File: src/rtl/lc3b_divider.sv
// rtl/lc3b_divider.sv - multi-cycle restoring shift-subtract divider with start/done handshake
module lc3b_divider #(
    parameter int WIDTH = 16
) (
    input  logic             clk,
    input  logic             rst_n,
    input  logic             start,
    input  logic             signed_op,
    input  logic [WIDTH-1:0] a,
    input  logic [WIDTH-1:0] b,
    output logic             busy,
    output logic             done,
    output logic [WIDTH-1:0] quotient,
    output logic [WIDTH-1:0] remainder,
    output logic             div_by_zero
);

    localparam int CW = (WIDTH > 1) ? $clog2(WIDTH) : 1;
    localparam logic [CW-1:0] LAST = CW'(WIDTH - 1);

    typedef enum logic [1:0] {
        IDLE = 2'd0,
        RUN  = 2'd1,
        DONE = 2'd2
    } state_t;

    state_t           state;
    logic [CW-1:0]    count;
    logic [WIDTH-1:0] r;       // partial remainder, always < divisor between steps
    logic [WIDTH-1:0] dq;      // dividend bits shift out the top, quotient bits shift in
    logic [WIDTH-1:0] dvsr;    // divisor magnitude
    logic             neg_q;
    logic             neg_r;

    logic             a_neg;
    logic             b_neg;
    logic [WIDTH-1:0] a_mag;
    logic [WIDTH-1:0] b_mag;
    logic [WIDTH:0]   r_shift;
    logic             fits;
    logic [WIDTH-1:0] r_diff;
    logic [WIDTH-1:0] r_new;
    logic [WIDTH-1:0] q_new;

    // Operand magnitudes and one restoring iteration step
    always_comb begin
        a_neg   = signed_op & a[WIDTH-1];
        b_neg   = signed_op & b[WIDTH-1];
        a_mag   = a_neg ? -a : a;
        b_mag   = b_neg ? -b : b;
        r_shift = {r, dq[WIDTH-1]};
        fits    = (r_shift >= {1'b0, dvsr});
        // When fits is true the difference is below dvsr, so the top bit is always zero
        r_diff  = r_shift[WIDTH-1:0] - dvsr;
        r_new   = fits ? r_diff : r_shift[WIDTH-1:0];
        q_new   = {dq[WIDTH-2:0], fits};
    end

    // Control FSM, iteration datapath and registered result outputs
    always_ff @(posedge clk or negedge rst_n) begin
        if (!rst_n) begin
            state       <= IDLE;
            count       <= '0;
            r           <= '0;
            dq          <= '0;
            dvsr        <= '0;
            neg_q       <= 1'b0;
            neg_r       <= 1'b0;
            busy        <= 1'b0;
            done        <= 1'b0;
            quotient    <= '0;
            remainder   <= '0;
            div_by_zero <= 1'b0;
        end else begin
            done <= 1'b0;
            case (state)
                IDLE, DONE: begin
                    if (start) begin
                        div_by_zero <= 1'b0;
                        if (b == '0) begin
                            quotient    <= '1;
                            remainder   <= a;
                            div_by_zero <= 1'b1;
                            done        <= 1'b1;
                            busy        <= 1'b0;
                            state       <= DONE;
                        end else begin
                            dq    <= a_mag;
                            dvsr  <= b_mag;
                            r     <= '0;
                            count <= '0;
                            neg_q <= a_neg ^ b_neg;
                            neg_r <= a_neg;
                            busy  <= 1'b1;
                            state <= RUN;
                        end
                    end else begin
                        state <= IDLE;
                    end
                end
                RUN: begin
                    r     <= r_new;
                    dq    <= q_new;
                    count <= count + 1'b1;
                    if (count == LAST) begin
                        quotient  <= neg_q ? -q_new : q_new;
                        remainder <= neg_r ? -r_new : r_new;
                        busy      <= 1'b0;
                        done      <= 1'b1;
                        state     <= DONE;
                    end
                end
                default: begin
                    busy  <= 1'b0;
                    state <= IDLE;
                end
            endcase
        end
    end

endmodule

File: config.mk
export PLATFORM = sky130hd
export DESIGN_NAME = lc3b_divider
export DESIGN_NICKNAME = d
export VERILOG_FILES = /design/src/rtl/lc3b_divider.sv
export SDC_FILE = /design/constraint.sdc
export NUM_CORES = 1
export LEC_CHECK = 0
export CAP_MARGIN = 25
export CORE_MARGIN = 4
export CORE_UTILIZATION = 53
export CTS_BUF_LIST = sky130_fd_sc_hd__clkbuf_8
export DETAILED_ROUTE_END_ITERATION = 12
export PLACE_DENSITY_LB_ADDON = 0.05
export SETUP_SLACK_MARGIN = 0.02
export SYNTH_ARGS = -nofsm -noshare
export SYNTH_HDL_FRONTEND = slang
export SYNTH_SLANG_ARGS = --single-unit
File: constraint.sdc
create_clock -name clk -period 3.7 [get_ports clk]
set_input_delay 0.74 -clock clk [delete_from_list [all_inputs] [get_ports clk]]
set_output_delay 0.74 -clock clk [all_outputs]
set_load 0.03 [all_outputs]
==> flow_summary.toml <==
[worst_setup_path]
crit_fanout = 5
startpoint_type = "flop"
timing.rr.start = "dvsr[3]"
critPathTopFamily = "simple AND/OR/NAND/NOR gates"
crit_chain = "inv_2 -> ha_4 -> a21o_1 -> and2_1 -> or4_4 -> a21boi_4 -> nor2_1 -> inv_1 -> mux2i_2 -> ha_2 -> nand2_1 -> nor4_4 -> buf_4 -> a21oi_1 -> a211o_1 -> a41oi_2"
end_kind = "flop"
critPathMaxStageDelay_ns = 0.51
critPathArrivalTime_ns = 3.79
crit_buf_inv = 3
critPathKind = "reg -> reg"
startpoint = "dvsr[3]"
worstPathRequired_ns = 4.00
slowest_stage = "or4_4"

[sta]
final-setup-viol-count = 0
max_freq_ghz = 0.287
hold_violations = 0
period_minus_slack_ns = 3.48
drv_slew = 0
max_slew_margin_pct = 48.3
rsz0062_at_grt = "no"
tightest_slew_ns = 0.770
skew_ns = 0.0141
finalCritPeriodShare_pct = 94.2
worst_slack_ns = 0.216

[floorplanning]
core-area_sq_um = 11100
die_w_microns = 115
num_io_pins = 71
rows = 38
die_area_sq_um = 13300
start_util_pct = 55.2
dieHeight_microns = 115

[outcome]
status = "finished, final reports clean"

[clock_network]
clock-sinks = 91
cts_buffer_depth = 2
cts_setup_buffers = 0
insertion_delay_ns = 0.38
cts.root.buffer_cell = "clkbuf_8"
htreeDepth = 3
cts_buffers = 9
cts.reportedPaths.clkPinSlew_ns = 0.09
cts_tree = "built"

[logic_synthesis]
syn_area_per_cell_sq_um = 8.36
synth_cell_types = 66
yosys.area.top_type = "dfrtp_1"
yosys_most_used_dff = "dfrtp_1"
yosysWarnings = 0
synth.most_common_cell = "dfrtp_1"
syn_inst = 732
synth_top_area_share_pct = 37.2
synth_area_leaders = "dfrtp_1 (37%), o21ai_0 (6.5%), a21oi_1 (5.5%)"
synth-async-reset-ratio_pct = 100
ys_ff_latch = 91
synth_edf_count = 0
syn-cell-area_sq_um = 6120
synth_commonest_cells = "dfrtp_1 (91), o21ai_0 (80), nor2_1 (70)"
synth_nets = 790
ys_seq_area_share_pct = 37.2

[global_route]
grt.met3_usage_pct = 5.27
grt_use_met1_pct = 43.1
grt_max_degree = 61
grt_use_total_pct = 28.3
overflow = 0
busiest_layer = "met1"
grt_pass1_vias = 5692
grt_pass1_wl_mm = 29.5
gr-usage-met2_pct = 40.9
grt_antenna_before_repair = 0

[placed_design]
dp_slack_ns = 0.00256
portBuffers = 70
post-dp-hpwl_mm = 14.1
gp_congestion = 0.945

[layout]
layout-drive-gt1-share_pct = 14.6
antennaDiodeCount = 0
area_growth_pct = 26.0
nNetsFinal = 904

[job]
cap_violations = 0

[routing]
first_pass_iters = 5
vias = 6137
first_iter_violations = 552
avgRoutedWirePerCell_microns = 18.6
drc = 0
viasPerCell = 6.20
ant_nets = 0
drt-total-wl_mm = 18.4

[hold_path]
hold_class = "in -> async"
## worst paths after layout
| path | endpoint | slack (ns) | cells past startpoint |
|---|---|---|---|
| hold reg to reg | div_by_zero | 0.49 | 2 |
| setup / recovery | remainder[6] | 0.22 | 16 |
| min in group clk | div_by_zero | 0.49 | 2 |
| max in group asynchronous | remainder[2] | 2.48 | 2 |
| hold / removal | r[7] | 0.43 | 1 |
| setup reg to reg | remainder[6] | 0.22 | 16 |
## placed cells by master, fill, tap and decap left out, types with 4 or more instances in the layout
cell type         n
a21oi_1          65
a31oi_1          19
xnor2_1          31
dfrtp_1          91
and2_1            4
and3_1            9
o21ai_1           4
ha_1             17
nand2_1          67
a21o_1            7
or4_1             5
clkbuf_8          9
inv_1            29
mux2i_1          12
nor3_1           31
or4_4             4
o31ai_1           9
nand3_1          28
clkdlybuf4s50_1  69
nand2b_1          4
nor2_1           69
buf_4            66
xor2_1           26
o21ai_0          76
o41ai_1           5
a31o_2            4
buf_12            4
## through the flow
stage | setup TNS, ns | area, sq um | hold WS, ns | utilization, % | std cells
floorplan | 0 | 6160 | 0.444 | - | 732
global placement | -0.0107 | 7430 | 0.465 | 67.0 | 975
detailed placement | 0 | 7430 | 0.462 | 67.0 | 975
CTS | 0 | 7640 | 0.459 | 69.0 | 990
global route | 0 | 7700 | 0.494 | 69.5 | 990
finish | 0 | 7700 | 0.429 | 69.5 | 990
## flip-flops by register name, indices dropped and copies added, names as in the netlist
signal,flops
r,16
remainder,16
state,2
dq,16
quotient,16
neg_r,1
done,1
count,4
busy,1
neg_q,1
dvsr,16
div_by_zero,1
## kinds of logic (layout without fill, tap and decap cells)
logic type | count (synthesis) | after routing | synth area share, %
multiplexers | 13 | 13 | 2.13
AO/OA/AOI/OAI | 235 | 235 | 23.8
flip-flops | 91 | 91 | 37.2
AND/OR/NAND/NOR | 247 | 247 | 19.3
buffers and inverters | 67 | 185 | 4.79
adder cells (fa/ha/maj) | 22 | 22 | 4.62
XOR/XNOR | 57 | 57 | 8.16
## what timing repair did
| item | 4_1_cts | 5_1_grt |
|---|---|---|
| gates resized for setup | 0 | 17 |
| endpoints found under the setup margin | 0 | 9 |
| hold buffers | 0 | 0 |
## layout make-up
type	count	area (sq um)
well taps	140	175
multi-input cells	574	3660
inverters	31	116
flip-flops and latches	91	2280
fillers	922	3370
repair buffers	139	1270
clock buffers	9	124
clock inverters	6	88.8
## per-layer routing
layer / up-vias / wire, microns
li1: 2879 / -
met1: 2910 / 8560
met2: 319 / 7830
met3: 29 / 1670
met4: 0 / 337
met5: - / 0
## worst reg2reg max path: stages, from the launching register on
cell,delay [ns]
dfrtp_1,0.38
inv_2,0.08
ha_4,0.22
a21o_1,0.19
and2_1,0.17
or4_4,0.51
a21boi_4,0.17
nor2_1,0.06
inv_1,0.09
mux2i_2,0.26
ha_2,0.23
nand2_1,0.08
nor4_4,0.21
buf_4,0.17
a21oi_1,0.10
a211o_1,0.33
a41oi_2,0.16
Power is not shown: default switching activity piles up to over one toggle a cycle in this logic, so the estimate is an artifact.
